===== config.mk =====
export PLATFORM = sky130hd
export DESIGN_NAME = ex_mem_result_stage
export DESIGN_NICKNAME = d
export VERILOG_FILES = /design/src/rtl/ex_mem_result_stage.sv
export SDC_FILE = /design/constraint.sdc
export NUM_CORES = 1
export LEC_CHECK = 0
export ABC_AREA = 0
export ABC_CLOCK_PERIOD_IN_PS = 8240
export CAP_MARGIN = 30
export CORE_ASPECT_RATIO = 0.5
export CORE_MARGIN = 5
export CORE_UTILIZATION = 55
export DETAILED_ROUTE_END_ITERATION = 10
export PLACE_DENSITY = 0.95
export SKIP_CTS_REPAIR_TIMING = 1
export SLEW_MARGIN = 20
export SYNTH_ARGS = -nofsm -noshare
export SYNTH_HDL_FRONTEND = slang
export SYNTH_SLANG_ARGS = --single-unit
export TNS_END_PERCENT = 30

===== constraint.sdc =====
create_clock -name i_clk -period 8.24 [get_ports i_clk]
set_clock_uncertainty 0.15 [all_clocks]
set_input_delay 1.648 -clock i_clk [delete_from_list [all_inputs] [get_ports i_clk]]
set_output_delay 1.648 -clock i_clk [all_outputs]
set_load 0.02 [all_outputs]

===== src/rtl/ex_mem_result_stage.sv =====
// EX->MEM pipeline register with multi-cycle FPU hold, one-entry skid buffer,
// FPU hang watchdog and stall-cycle counter.
module ex_mem_result_stage #(
  parameter int unsigned TIMEOUT_CYCLES = 64,
  parameter int unsigned XLEN           = 32
) (
  input  logic            i_clk,
  input  logic            i_rst,
  input  logic            i_valid_ex,
  input  logic            i_fpu_multi,
  input  logic            i_done,
  input  logic [XLEN-1:0] i_result,
  input  logic [4:0]      i_rd_addr,
  input  logic            i_rd_is_fp,
  input  logic            i_wr_en,
  input  logic            i_mem_stall,
  input  logic            i_flush,
  output logic            o_stall_ex,
  output logic            o_valid_mem,
  output logic [XLEN-1:0] o_result_mem,
  output logic [4:0]      o_rd_addr_mem,
  output logic            o_rd_is_fp_mem,
  output logic            o_wr_en_mem,
  output logic            o_fpu_timeout,
  output logic [31:0]     o_stall_cycles
);

  localparam int unsigned    WDW    = $clog2(TIMEOUT_CYCLES + 1);
  localparam logic [WDW-1:0] WD_MAX = WDW'(TIMEOUT_CYCLES);
  localparam logic [WDW-1:0] WD_ONE = WDW'(1);

  typedef enum logic [1:0] {
    IDLE     = 2'd0,
    WAIT_FPU = 2'd1,
    HOLD     = 2'd2
  } state_t;

  state_t            state_q, state_d;
  logic [WDW-1:0]    wd_q, wd_d;
  logic              valid_q, valid_d;
  logic [XLEN-1:0]   result_q, result_d;
  logic [4:0]        rd_q, rd_d;
  logic              fp_q, fp_d;
  logic              wr_q, wr_d;
  logic [XLEN-1:0]   skid_result_q, skid_result_d;
  logic [4:0]        skid_rd_q, skid_rd_d;
  logic              skid_fp_q, skid_fp_d;
  logic              skid_wr_q, skid_wr_d;
  logic              timeout_q, timeout_d;
  logic [31:0]       stall_cnt_q;
  logic              stall_s;

  // Next-state, MEM-register load selection and EX hold generation.
  always_comb begin
    state_d       = state_q;
    wd_d          = wd_q;
    valid_d       = valid_q;
    result_d      = result_q;
    rd_d          = rd_q;
    fp_d          = fp_q;
    wr_d          = wr_q;
    skid_result_d = skid_result_q;
    skid_rd_d     = skid_rd_q;
    skid_fp_d     = skid_fp_q;
    skid_wr_d     = skid_wr_q;
    timeout_d     = timeout_q;
    stall_s       = i_mem_stall;

    case (state_q)
      IDLE: begin
        if (i_valid_ex && i_fpu_multi && !i_done && !i_flush) begin
          stall_s = 1'b1;
          state_d = WAIT_FPU;
          wd_d    = WD_ONE;
          if (!i_mem_stall) begin
            valid_d = 1'b0;
            wr_d    = 1'b0;
          end else begin
            valid_d = valid_q;
          end
        end else if (!i_mem_stall) begin
          valid_d  = i_valid_ex & ~i_flush;
          wr_d     = i_wr_en & i_valid_ex & ~i_flush;
          result_d = i_result;
          rd_d     = i_rd_addr;
          fp_d     = i_rd_is_fp;
        end else begin
          valid_d = valid_q;
        end
      end

      WAIT_FPU: begin
        wd_d = (wd_q == WD_MAX) ? wd_q : wd_q + WD_ONE;
        if (i_flush) begin
          state_d = IDLE;
          if (!i_mem_stall) begin
            valid_d = 1'b0;
            wr_d    = 1'b0;
          end else begin
            valid_d = valid_q;
          end
        end else if (i_done) begin
          if (!i_mem_stall) begin
            stall_s  = 1'b0;
            state_d  = IDLE;
            valid_d  = 1'b1;
            wr_d     = i_wr_en;
            result_d = i_result;
            rd_d     = i_rd_addr;
            fp_d     = i_rd_is_fp;
          end else begin
            // MEM is busy: park the finished result and keep EX frozen.
            stall_s       = 1'b1;
            state_d       = HOLD;
            skid_result_d = i_result;
            skid_rd_d     = i_rd_addr;
            skid_fp_d     = i_rd_is_fp;
            skid_wr_d     = i_wr_en;
          end
        end else if (wd_q == WD_MAX) begin
          timeout_d = 1'b1;
          state_d   = IDLE;
          if (!i_mem_stall) begin
            valid_d = 1'b0;
            wr_d    = 1'b0;
          end else begin
            valid_d = valid_q;
          end
        end else begin
          stall_s = 1'b1;
          if (!i_mem_stall) begin
            valid_d = 1'b0;
            wr_d    = 1'b0;
          end else begin
            valid_d = valid_q;
          end
        end
      end

      HOLD: begin
        stall_s = 1'b1;
        if (!i_mem_stall) begin
          state_d  = IDLE;
          valid_d  = 1'b1;
          wr_d     = skid_wr_q;
          result_d = skid_result_q;
          rd_d     = skid_rd_q;
          fp_d     = skid_fp_q;
        end else begin
          state_d = HOLD;
        end
      end

      default: begin
        state_d = IDLE;
      end
    endcase
  end

  assign o_stall_ex = stall_s & ~i_rst;

  // State, MEM register, skid buffer, watchdog and stall counter.
  always_ff @(posedge i_clk or posedge i_rst) begin
    if (i_rst) begin
      state_q       <= IDLE;
      wd_q          <= '0;
      valid_q       <= 1'b0;
      result_q      <= '0;
      rd_q          <= 5'd0;
      fp_q          <= 1'b0;
      wr_q          <= 1'b0;
      skid_result_q <= '0;
      skid_rd_q     <= 5'd0;
      skid_fp_q     <= 1'b0;
      skid_wr_q     <= 1'b0;
      timeout_q     <= 1'b0;
      stall_cnt_q   <= 32'd0;
    end else begin
      state_q       <= state_d;
      wd_q          <= wd_d;
      valid_q       <= valid_d;
      result_q      <= result_d;
      rd_q          <= rd_d;
      fp_q          <= fp_d;
      wr_q          <= wr_d;
      skid_result_q <= skid_result_d;
      skid_rd_q     <= skid_rd_d;
      skid_fp_q     <= skid_fp_d;
      skid_wr_q     <= skid_wr_d;
      timeout_q     <= timeout_d;
      stall_cnt_q   <= o_stall_ex ? stall_cnt_q + 32'd1 : stall_cnt_q;
    end
  end

  assign o_valid_mem    = valid_q;
  assign o_result_mem   = result_q;
  assign o_rd_addr_mem  = rd_q;
  assign o_rd_is_fp_mem = fp_q;
  assign o_wr_en_mem    = wr_q;
  assign o_fpu_timeout  = timeout_q;
  assign o_stall_cycles = stall_cnt_q;

endmodule


# After elaboration in Yosys (flattened, before gate mapping)
# Cells that the tools add are included.
[classes] add_sub_neg=2 eq_ne=12 muxes=48 n_bitwise=7 n_reduce_logical=15
[op_table] operator="32-bit two-way mux" n=5
[op_table] operator="32-bit case mux with 3 select lines" n=1
[op_table] operator="32-bit by 1-bit adder with 32-bit output, second input constant" n=1
[op_table] operator="5-bit two-way mux" n=5
[op_table] operator="1-bit two-way mux" n=23
[op_table] operator="5-bit case mux with 3 select lines" n=1
[op_table] operator="7-bit two-way mux" n=2
[op_table] operator="7-bit case mux with 2 select lines" n=1
[op_table] operator="2-bit != test, second input constant" n=6
[op_table] operator="1-bit case mux with 3 select lines" n=4
[op_table] operator="4-bit AND reduction" n=3
[op_table] operator="2-bit two-way mux" n=5
[op_table] operator="4-bit != test, second input constant" n=2
[op_table] operator="7-bit by 1-bit adder with 7-bit output, second input constant" n=1
[op_table] operator="7-bit == test, second input constant" n=1
[op_table] operator="2-bit case mux with 3 select lines" n=1
[op_table] operator="5-bit AND reduction" n=1
[op_table] operator="1-bit AND" n=4
[op_table] operator="2-bit AND reduction" n=2
[op_table] operator="1-bit logical AND" n=3
[op_table] operator="3-bit != test, second input constant" n=1
[op_table] operator="1-bit NOT" n=3
[op_table] operator="3-bit AND reduction" n=1
[op_table] operator="3-bit nonzero test" n=1
[op_table] operator="5 further kinds" n=6
[word_totals] reg_bits=121 in_bits=46 out_inout_bits=74 word_cells=97

# Longest topological paths before layout
# Gate-level depths: netlist of the first run.
[depth] ltp_word=6 depth_mapped=9 mapped_depth_nobuf=8

# Least setup slack after synthesis of the first run
# No wires, ideal clock.
[synth_path] kind="input-to-output" from="input port i_done" to="output port o_stall_ex" t_arrival_ns=2.687 t_required_ns=6.442 setup_slack_ns=3.755 cell_stages=4 path_buffers=0 cell_sequence="and4bb_4 -> a2111o_1 -> o21ai_4 -> inv_2"
[synth_between] elab_chain_len=6 elab_cells_between_ends=8 cone_classes="mux: 4; bitwise: 1; reduce/logical: 3"
[synth_rtl] item="from (decl)" line_no="11" source="input logic i_done,"
[synth_rtl] item="1-bit logical NOT" line_no="71" source="if (i_valid_ex && i_fpu_multi && !i_done && !i_flush) begin"
[synth_rtl] item="1-bit logical AND (2 in a row)" line_no="71"
[synth_rtl] item="1-bit two-way mux" line_no="71"
[synth_rtl] item="1-bit case mux with 3 select lines (*)" line_no="69" source="case (state_q)"
[synth_rtl] item="1-bit AND (*)" line_no="160" source="assign o_stall_ex = stall_s & ~i_rst;"
[synth_rtl] item="to (decl)" line_no="18" source="output logic o_stall_ex,"
# Mark *: on every way between the ends. The rest lies on a longest branch, timed or not.

# Final worst setup path of the first run
# Ends and elaborated chain as after synthesis.

==> impl_metrics.toml, run 1 <==
[status]
outcome = "completed"

[global_route]
grt_antenna_before_repair = 0
grt_max_degree = 80
overflow = 0
grtUsageTotal_pct = 23.3
grt_pass1_vias = 4375
grt_pass1_wl_mm = 21.7

[worst_setup_path]
worstReg2RegStart = "state_q[1]"
crit_fanout = 7
slowest_delay_ps = 550
ff2ff_setup_slack_ps = 5370
required_ps = 6440
slowest_stage = "clkdlybuf4s50_1"
cp-end-kind = "output port"
cp.arrival_ps = 3930
cp_common_cell = "clkdlybuf4s50_1"
r2r_cells = 7
critPathLaunchType = "input pin"
r2r_end = "o_stall_cycles[10]"
crit_chain = "clkdlybuf4s50_1, and4bb_4, a2111o_1, o21ai_4, inv_2, clkdlybuf4s50_1"
critPathKind = "in2out"

[clocking]
path_clk_slew_ps = 50
clk_latency_ps = 410
cts-root-buf = "clkbuf_16"
htreeDepth = 4
cts_sinks = 121
tritoncts = "built"
cts_buffer_depth = 2
numCtsBuffers = 17

[timing]
fin_crit_sh_pct = 69.6
drv_slew = 0
worst_pin_slew_ps = 748
timing.fmax_ghz = 0.174
rsz0062_at_grt = "no"
period_needed_ps = 5730
hold_viol = 0
setup_tns_ps = 0
max_slew_margin_pct = 50.1
setup_violations = 0
fin_hold_ws_ps = 331

[power_and_ir_drop]
powerDensity_mw_per_mm2 = 336
peakVddDrop_mv = 0.185
leakage_nw = 3.16

[place]
port-buffer-count = 119
place.detailed.hpwl_mm = 8.71
place_congestion = 0.841

[floorplanning]
start_util_pct = 57.2
die_area_sq_mm = 0.0122
die_x_um = 151
core_area_sq_mm = 0.00957
num_io_pins = 120
die_h_um = 80.5
row_count = 25

[route]
viasPerCell = 5.55
top_layer = "met4"
wl_mm = 13.7
dr_wl_met2_mm = 7.31
wl_met1_mm = 5.68
wl_per_cell_um = 18.2
drc = 0
vias = 4176
drt-initial-drc-count = 271
drt_first_pass_iters = 5
ant_nets = 0
wl_met3_um = 555

[final_layout]
seq_area_sq_mm = 0.00303
syn_to_final_growth_pct = 34.7
diodes = 0
layout.nets = 658
multiInputGateArea_sq_mm = 0.00231
n_fill_cell = 603
drive_above_1_share_pct = 13.3

[worst_hold_path]
worstHoldStart = "o_fpu_timeout"
hold_path_class = "reg2reg"
min_to = "o_fpu_timeout"
min_path_cells = 1

[job]
maxCapViolations = 0

[yosys]
synth_edf_count = 0
synth_top_area_cell = "dfrtp_1"
ys_warn_count = 0
netlist_instances = 483
synth-main-ff-cell = "dfrtp_1"
synthTopCellsByArea = "dfrtp_1, mux2_2, mux2i_1"
ys_ff_latch = 121
async_reset_ff_share_pct = 100
synth_top_area_share_pct = 55.3
ys_seq_area_share_pct = 55.3
syn_area_sq_mm = 0.00547
synth_fp_nets = 536
synth.avg_cell_area_sq_um = 11.3
synthDistinctLibCells = 44
## power by group
| part | switching, mW | total, mW | internal [mW] |
|---|---|---|---|
| clock | 0.255 | 0.674 | 0.418 |
| combinational | 0.437 | 0.845 | 0.408 |
| sequential | 0.151 | 0.956 | 0.805 |
## cell usage in the layout (no fill, tap or decap), types with 13 or more instances in the layout
cell,count
dfrtp_1,121
clkdlybuf4s50_1,119
nor2_1,62
a21oi_1,44
mux2_2,39
mux2i_1,39
xor2_1,21
nand2_1,17
clkbuf_16,17
xnor2_1,15
nand3_1,14
inv_1,13
## Yosys cell counts (7+ instances only)
| cell | n |
|---|---|
| a21oi_1 | 44 |
| buf_2 | 8 |
| clkbuf_1 | 10 |
| dfrtp_1 | 121 |
| ha_1 | 7 |
| inv_1 | 14 |
| mux2_2 | 39 |
| mux2i_1 | 39 |
| nand2_1 | 17 |
| nand3_1 | 15 |
| nor2_1 | 62 |
| nor3_1 | 12 |
| o21ai_0 | 9 |
| xnor2_1 | 15 |
| xor2_1 | 21 |
## worst max-delay path, delay by kind of cell
kind	cells	cell delay, ps
compound gates	2	820
simple gates	1	280
buf+inv	3	1180
## layout make-up
cell class                      instances  area share, %
Multi-Input combinational cell        326           31.4
Inverter                               15          0.798
Sequential cell                       121           41.1
Timing Repair Buffer                  124           17.2
Tap cell                              135           2.29
Clock buffer                           23           6.21
Clock inverter                          9           1.02
## per-layer routing
metal,track usage [%],up-vias
li1,-,1931
met3,6.31,23
met5,0,-
met1,27.8,2101
met2,40.3,121
met4,9.76,0
## kinds of logic (layout without fill, tap and decap cells)
kind of cell    Yosys count  count (layout)  synth area share, %
compound gates           66              66                 7.25
xor+xnor                 36              36                 5.76
fa+ha+maj                 7               7                 1.60
buf+inv                  36             171                 2.72
flops                   121             121                 55.3
mux                      79              79                 15.4
simple gates            138             138                 12.0
## stage by stage
step	setup slack [ps]	util [%]	total power, mW	instance area (sq um)	cells
2_1_floorplan	3230	-	1.42	5470	483
3_3_place_gp	2590	70.9	1.73	6780	719
3_5_place_dp	2530	71.2	1.78	6810	720
4_1_cts	2520	76.7	2.47	7340	752
5_1_grt	2430	77.0	2.60	7370	753
6_report	2510	77.0	2.47	7370	753
## registers in the layout, indices dropped and copies added (netlist names)
| register | flops |
|---|---|
| o_rd_addr_mem | 5 |
| o_stall_cycles | 32 |
| o_valid_mem | 1 |
| skid_rd_q | 5 |
| skid_wr_q | 1 |
| wd_q | 7 |
| o_wr_en_mem | 1 |
| o_result_mem | 32 |
| o_fpu_timeout | 1 |
| o_rd_is_fp_mem | 1 |
| skid_result_q | 32 |
| skid_fp_q | 1 |
| state_q | 2 |
## worst max path at each step
stage,start,end,slack (ps),depth (start not counted)
2_1_floorplan,i_rst,o_fpu_timeout,3230,1
3_5_place_dp,i_done,o_stall_ex,2530,6
4_1_cts,i_done,o_stall_ex,2520,6
3_3_place_gp,i_done,o_stall_ex,2590,6
6_report,i_done,o_stall_ex,2510,6
5_1_grt,i_done,o_stall_ex,2430,6
(Power assumes the default switching activity.)
==> run 2: changes to the inputs <==
Settings changed: ABC_CLOCK_PERIOD_IN_PS 8240 to 5150, CORE_UTILIZATION 55 to 46, PLACE_DENSITY 0.95 to 0.87.
Clock period 8.24 ns to 5.15 ns, I/O delays scaled along.
==> run 2 against run 1 <==
Register-to-register slack got worse by 3000 ps. Largest cell class unchanged. Critical path depth unchanged. Global-route usage down 4.8 points. Sequential share of layout area fell by 0.39 points. Clock power is 75% higher. Flip-flop and latch count unchanged.
==> impl_metrics.toml, run 2 (same netlist as run 1, synthesis figures left out) <==
[timing]
fin_crit_sh_pct = 86.7
period_needed_ps = 4470
worst_pin_slew_ps = 730
timing.fmax_ghz = 0.224
hold_viol = 0
fin_hold_ws_ps = 326
worst_slack_ps = 684
max_slew_margin_pct = 51.4
setup_tns_ps = 0
rsz0062_at_grt = "no"
setup_violations = 0
drv_slew = 0

[route]
drt-initial-drc-count = 247
vias = 3992
wl_per_cell_um = 16.0
viasPerCell = 5.10
drc = 0
wl_mm = 12.5
drt_first_pass_iters = 4
ant_nets = 0

[floorplanning]
row_count = 28
die_h_um = 87.1
die_area_sq_mm = 0.0143
die_x_um = 164
core_area_sq_mm = 0.0117
start_util_pct = 46.6
num_io_pins = 120

[worst_setup_path]
cp-end-kind = "output port"
ff2ff_setup_slack_ps = 2340
critPathLaunchType = "input pin"
startpoint = "i_done"
cp.arrival_ps = 3290
cp-endpoint = "o_stall_ex"
r2r_end = "o_stall_cycles[10]"
worstReg2RegStart = "state_q[1]"
crit_fanout = 7
critPathKind = "in2out"
required_ps = 3970
r2r_cells = 7

[final_layout]
n_fill_cell = 898
layout_common_cells = "dfrtp_1, clkdlybuf4s50_1, nor2_1, a21oi_1"
drive_above_1_share_pct = 13.5
seq_area_sq_mm = 0.00303
fin_area_sq_mm = 0.00744
fin_cells = 782
diodes = 0
mostFrequentLayoutCell = "dfrtp_1"
syn_to_final_growth_pct = 36.0
multiInputGateArea_sq_mm = 0.00231
layout.nets = 658

[clocking]
cts_sinks = 121
numCtsBuffers = 17
htreeDepth = 4
path_clk_slew_ps = 50
cts_buffer_depth = 2
clk_latency_ps = 400
cts-root-buf = "clkbuf_16"
tritoncts = "built"

[power_and_ir_drop]
switchingPower_mw = 1.28
pwr-share-comb_pct = 33.0
p_sw_share_pct = 32.1
peakVddDrop_mv = 0.271
power_frac_clock_pct = 29.4
pwr-share-seq_pct = 37.5
leakage_nw = 3.18
internal-power_mw = 2.72
powerDensity_mw_per_mm2 = 537

[worst_hold_path]
hold_path_class = "reg2reg"

[place]
place_congestion = 0.870
pre_cts_slack_ps = 688
place.detailed.hpwl_mm = 8.71
port-buffer-count = 119
dp_cells = 751
placed_area_sq_mm = 0.00686

[global_route]
grt_max_degree = 77
grt_pass1_vias = 4237
grtUsageTotal_pct = 18.5
overflow = 0
grt_antenna_before_repair = 0
grt_pass1_wl_mm = 20.9

[job]
maxCapViolations = 0

[status]
outcome = "completed"
-- run 2: changes by cell type in the layout (fill, tap and decap cells not counted) --
| cell | delta |
|---|---|
| buf_16 | -1 |
| buf_4 | +1 |
| clkbuf_8 | +1 |
| clkinv_2 | -1 |
| bufinv_16 | +2 |
| clkinvlp_4 | -1 |
| clkbuf_1 | -2 |
-- run 2: critical path, stage by stage --
cell and delay [ps]:
clkdlybuf4s50_1 530, and4bb_4 280, a2111o_1 500, o21ai_4 290
inv_2 100, clkdlybuf4s50_1 550
-- run 2: power groups by stage --
stage          Sequential [mW]  Combinational [mW]  Clock, mW
2_1_floorplan             1.69               0.579          0
3_3_place_gp              1.49                1.29          0
3_5_place_dp              1.51                1.33          0
4_1_cts                   1.50                1.34       1.20
5_1_grt                   1.55                1.43       1.25
6_report                  1.50                1.32       1.18
-- run 2: how the worst min path moves through the flow --
stage               cells past startpoint  slack, ps               start            endpoint
finish                                  1        330  o_stall_cycles[31]  o_stall_cycles[31]
global route                            1        350  o_stall_cycles[31]  o_stall_cycles[31]
CTS                                     1        320  o_stall_cycles[31]  o_stall_cycles[31]
detailed placement                      1        310  o_stall_cycles[31]  o_stall_cycles[31]
global placement                        1        310       o_fpu_timeout       o_fpu_timeout
floorplan                               1        330   skid_result_q[10]   skid_result_q[10]
-- run 2: per-layer routing --
metal  wire length, um  share of wire, %  GRT usage [%]
met1              5350                43           22.7
met2              6550                52           32.6
met3               433               3.5           3.78
met4               185               1.5           7.23
met5                 0                 0              0
-- run 2: layout make-up --
| cell class | instances | area share (%) |
|---|---|---|
| multi-input combinational | 326 | 31.1 |
| timing repair buffer | 124 | 16.8 |
| sequential | 121 | 40.7 |
| inverter | 15 | 0.790 |
| clock buffer | 22 | 6.24 |
| tap | 165 | 2.77 |
| clock inverter | 9 | 1.65 |
-- run 2: per-stage QoR --
stage | util, % | total power [mW]
2_1_floorplan | - | 2.26
3_3_place_gp | 58.2 | 2.78
3_5_place_dp | 58.4 | 2.84
4_1_cts | 63.4 | 4.04
5_1_grt | 63.4 | 4.23
6_report | 63.4 | 4.00
==> run 3: changes to the inputs <==
Settings changed: CAP_MARGIN 30 to unset.
==> run 3 against run 2 <==
Non-clock buffer count down 1. Design area rose by 0.84%. Utilization increased by 0.53 points. Power up 4.1%. Largest cell class unchanged. Highest routed layer unchanged.
==> impl_metrics.toml, run 3 (same netlist as run 1, synthesis figures left out) <==
[status]
outcome = "completed"

[timing]
setup_violations = 0
period_needed_ps = 4470
setup_tns_ps = 0
rsz0062_at_grt = "no"
max_slew_margin_pct = 30.9
fin_crit_sh_pct = 86.7
worst_pin_slew_ps = 1040
timing.fmax_ghz = 0.224
drv_slew = 0
worst_slack_ps = 683
hold_viol = 0

[worst_hold_path]
hold_path_class = "reg2reg"
min_path_cells = 1
min_to = "o_stall_cycles[31]"
worstHoldStart = "o_stall_cycles[31]"

[worst_setup_path]
cp-end-kind = "output port"
crit_buf_inv = 3
critPathLaunchType = "input pin"
r2r_cells = 7
path_delay_family = "buffers and inverters"
crit_chain = "clkdlybuf4s50_1, and4bb_4, a2111o_1, o21ai_4, inv_2, clkdlybuf4s50_1"
critPathKind = "in2out"
slowest_stage = "clkdlybuf4s50_1"
r2r_end = "o_stall_cycles[10]"
worstReg2RegStart = "state_q[1]"
required_ps = 3970
slowest_delay_ps = 550
ff2ff_setup_slack_ps = 2290
cp_common_cell = "clkdlybuf4s50_1"
cp.arrival_ps = 3290
crit_fanout = 7
startpoint = "i_done"

[final_layout]
syn_to_final_growth_pct = 37.2
layout.nets = 657
fin_cells = 782
drive_above_1_share_pct = 13.8
n_fill_cell = 885
diodes = 0
layout_common_cells = "dfrtp_1, clkdlybuf4s50_1, nor2_1, a21oi_1"
mostFrequentLayoutCell = "dfrtp_1"

[floorplanning]
die_h_um = 87.1
core_area_sq_mm = 0.0117
die_x_um = 164
die_area_sq_mm = 0.0143
num_io_pins = 120
start_util_pct = 46.6
row_count = 28

[place]
port-buffer-count = 119
place.detailed.hpwl_mm = 8.54
place_congestion = 0.870
dp_cells = 750
pre_cts_slack_ps = 706

[route]
wl_mm = 12.5
wl_per_cell_um = 15.9
drt_first_pass_iters = 4
drc = 0
drt-initial-drc-count = 270
vias = 4024
ant_nets = 0
viasPerCell = 5.15

[global_route]
overflow = 0
use_met1_pct = 22.2
grtUsageTotal_pct = 18.4
grt_max_degree = 77
grt-busiest-layer = "met2"
grtUsageMet2_pct = 33.0
use_met3_pct = 4.30
grt_pass1_wl_mm = 20.7
grt_antenna_before_repair = 0
grt_pass1_vias = 4214

[clocking]
cts_buffer_depth = 2
cts-root-buf = "clkbuf_16"
tritoncts = "built"
path_clk_slew_ps = 60
clk_latency_ps = 400
cts_sinks = 121
numCtsBuffers = 17
htreeDepth = 4

[power_and_ir_drop]
peakVddDrop_mv = 0.307
power_frac_clock_pct = 32.4
switchingPower_mw = 1.29
leakage_nw = 3.21
p_sw_share_pct = 31.1
pwr-share-seq_pct = 36.0
pwr-share-comb_pct = 31.6
powerDensity_mw_per_mm2 = 555
internal-power_mw = 2.87

[job]
maxCapViolations = 0
-- run 3: cell types whose count changed in the layout (fill, tap and decap cells not counted) --
cell	change
clkinv_2	-2
clkinv_4	+2
bufinv_16	+3
buf_16	-1
clkbuf_1	-2
-- run 3: worst max-delay path by stage --
stage                          to  slack (ps)  depth (start not counted)
floorplan           o_fpu_timeout         760                          1
global placement       o_stall_ex         730                          6
detailed placement     o_stall_ex         710                          6
CTS                    o_stall_ex         690                          6
global route           o_stall_ex         620                          6
finish                 o_stall_ex         680                          6
-- run 3: cell type report --
type                       count  area [sq um]  share of cell area, %
timing repair buffer         123          1220                   16.3
clock buffer                  20           457                   6.08
tap                          165           206                   2.75
clock inverter                12           220                   2.93
inverter                      15          58.8                  0.783
multi-input combinational    326          2310                   30.8
sequential                   121          3030                   40.3
-- run 3: metal layers --
layer | wire length, um | up-vias
li1 | - | 1934
met1 | 5380 | 2011
met2 | 6550 | 69
met3 | 412 | 10
met4 | 123 | 0
met5 | 0 | -
-- run 3: per-stage QoR --
stage / hold WS, ps / instance area, sq um / util, % / power (mW)
2_1_floorplan: 329 / 5470 / - / 2.26
3_3_place_gp: 307 / 6830 / 58.2 / 2.78
4_1_cts: 321 / 7510 / 64.0 / 4.20
3_5_place_dp: 314 / 6830 / 58.2 / 2.84
5_1_grt: 346 / 7510 / 64.0 / 4.39
6_report: 325 / 7510 / 64.0 / 4.16
-- run 3: worst register-to-register path: cells and delay by family (launching register included) --
family | cells | cell delay [ps]
adder cells (fa/ha/maj) | 1 | 410
AO/OA/AOI/OAI | 2 | 680
buffers and inverters | 1 | 90
flip-flops | 1 | 410
XOR/XNOR | 1 | 140
AND/OR/NAND/NOR | 2 | 860
-- run 3: power by group through the flow --
| stage | clock network [mW] | registers [mW] | logic, mW |
|---|---|---|---|
| final | 1.35 | 1.50 | 1.31 |
| after floorplan | 0 | 1.69 | 0.579 |
| after global routing | 1.42 | 1.55 | 1.42 |
| after CTS | 1.37 | 1.50 | 1.33 |
| after global placement | 0 | 1.49 | 1.29 |
| after detailed placement | 0 | 1.51 | 1.32 |
==> edit: new RTL, settings of run 2 <==
Reset style: synchronous (`i_rst`), changed in one clocked block.
--- a/src/rtl/ex_mem_result_stage.sv
+++ b/src/rtl/ex_mem_result_stage.sv
@@ -162,3 +162,3 @@
   // State, MEM register, skid buffer, watchdog and stall counter.
-  always_ff @(posedge i_clk or posedge i_rst) begin
+  always_ff @(posedge i_clk) begin
     if (i_rst) begin
Check against the original RTL: differs if i_rst is asserted again (counterexample within 4 cycles, from zero or initial values and one cycle with i_rst high); with i_rst held inactive, the same outputs for 4 cycles.
==> edit against run 2 <==
- sequential cell count is the same
- critical endpoint unchanged
- setup slack improved by 91 ps
- highest routed layer unchanged
- maximum frequency is 2.1% higher
- design area decreased by 2.7%
- synthesized area shrank 2.1%
- critical path depth stayed put
- routed wire length up 4.5%
Power is not compared: it rests on default switching activity, and its combinational part moved more than twofold at a synthesized area within 25%.
==> edit: results (changes against run 2) <==
{| class="wikitable"
! Metric !! Value
|-
| Lkg Pwr || ~0.0024 µW
|-
| Post-place setup slack || 787 ps (was 688 ps)
|-
| Synthesized net count || 685 (was 536)
|-
| Vias post-DR || 4794 (was 3992)
|-
| Number of design-rule violations left by the first detailed-router iteration || 342 (was 247)
|-
| Count of nets after finishing || 788 (was 658)
|-
| Placed Instances || 874 (was 751)
|-
| List of most frequent post-synthesis cells || dfxtp_1 (121), nand2_1 (94), nor2_1 (67) (was dfrtp_1 (121), nor2_1 (62), a21oi_1 (44))
|-
| Synth area leaders || dfxtp_1 (45%), mux2i_1 (7.5%), nand2_1 (6.6%), a21oi_1 (6.1%), a211oi_1 (5.6%) (was dfrtp_1 (55%), mux2_2 (8.0%), mux2i_1 (7.1%), nor2_1 (4.3%), a21oi_1 (4.0%))
|-
| Slack of the worst reg-to-reg path || 2080 ps (was 2340 ps)
|-
| Vias in the first global route || 4557 (was 4237)
|-
| Fraction of synthesis flops using an asynchronous set or reset pin || 0 (was 1.00)
|-
| Minimum setup slack in the final design || 775 ps (was 684 ps)
|-
| Fraction of final layout cells with drive strength greater than 1 || 0.0656 (was 0.135)
|-
| Gr usage total || 0.186 (was 0.185)
|-
| Via density || 5.29 (was 5.10)
|-
| Post-synthesis cell type count || 49 (was 44)
|-
| Sequential cell area fraction in the yosys report || 0.452 (was 0.553)
|-
| Total length of routed wires || 13100 µm (was 12500 µm)
|-
| Result of the run || complete, no violations (unchanged)
|-
| Layout fillers || 947 (was 898)
|-
| Synthesized netlist cell count || 631 (was 483)
|-
| Placer Congestion || 0.860 (was 0.870)
|-
| First-pass GRT wire length || 21800 µm (was 20900 µm)
|-
| Arrival time at the worst endpoint || 3190 ps (was 3290 ps)
|-
| Slew at the pin closest to its max-slew limit || 770 ps (was 730 ps)
|-
| Detailed-placement wirelength estimate || 8720 µm (was 8710 µm)
|}
==> edit: changes by cell type in the layout (fill, tap and decap cells not counted), moves of 21 or more <==
cell and delta:
mux2_2 -38, nand2_1 +77, dfxtp_1 +121, dfrtp_1 -121, a211oi_1 +39, a21oi_1 +21
==> edit: cells by family (layout without fill, tap and decap cells) <==
group	after synthesis	count (layout)	share of synthesized area
muxes	41	41	0.0769
xor gates and xnor gates	17	17	0.0278
and+or+nand+nor	226	226	0.194
adders and majority gates	8	8	0.0187
buffers and inverters	62	178	0.0451
DFF	121	121	0.452
AOI/OAI and AO/OA	156	156	0.185
==> edit: worst paths after layout <==
check                                       start                 end  cells after the start
worst max-delay path                       i_done          o_stall_ex                      6
worst min-delay path            skid_result_q[16]   skid_result_q[16]                      2
worst min register to register  skid_result_q[16]   skid_result_q[16]                      2
worst max register to register         state_q[0]  o_stall_cycles[31]                      7
==> edit: power breakdown <==
part	leakage, µW	switching [µW]	internal [µW]	total (µW)
clock network	0.000292	416	769	1190
logic	0.00114	120	110	230
registers	0.000985	18.0	966	984
total	0.00241	554	1850	2400
==> edit: layout make-up <==
class,count,area [µm²],share of cell area
Inverter,18,67.6,0.00932
Multi-Input combinational cell,448,2710,0.373
Clock buffer,19,443,0.0611
Tap cell,159,199,0.0275
Clock inverter,13,153,0.0211
Sequential cell,121,2420,0.334
Timing Repair Buffer,128,1260,0.173
==> edit: worst max-delay path: stages <==
cell             delay (ps)
clkdlybuf4s50_1         590
nor4bb_1                110
a2111o_1                450
o21ai_1                 370
nor2_1                   70
clkdlybuf4s50_1         560
==> edit: metrics by stage <==
step	hold WS [ps]	instance area [µm²]
after floorplan	286	5350
after global placement	291	6650
after detailed placement	296	6650
after CTS	304	7250
after global routing	322	7250
final	303	7250
==> edit: layer usage <==
| metal | global-route usage | share of wire | vias up |
|---|---|---|---|
| met3 | 0.0428 | 0.041 | 16 |
| met1 | 0.224 | 0.43 | 2238 |
| met2 | 0.331 | 0.51 | 96 |
| li1 | - | - | 2444 |
| met5 | 0 | 0 | - |
| met4 | 0.0639 | 0.017 | 0 |
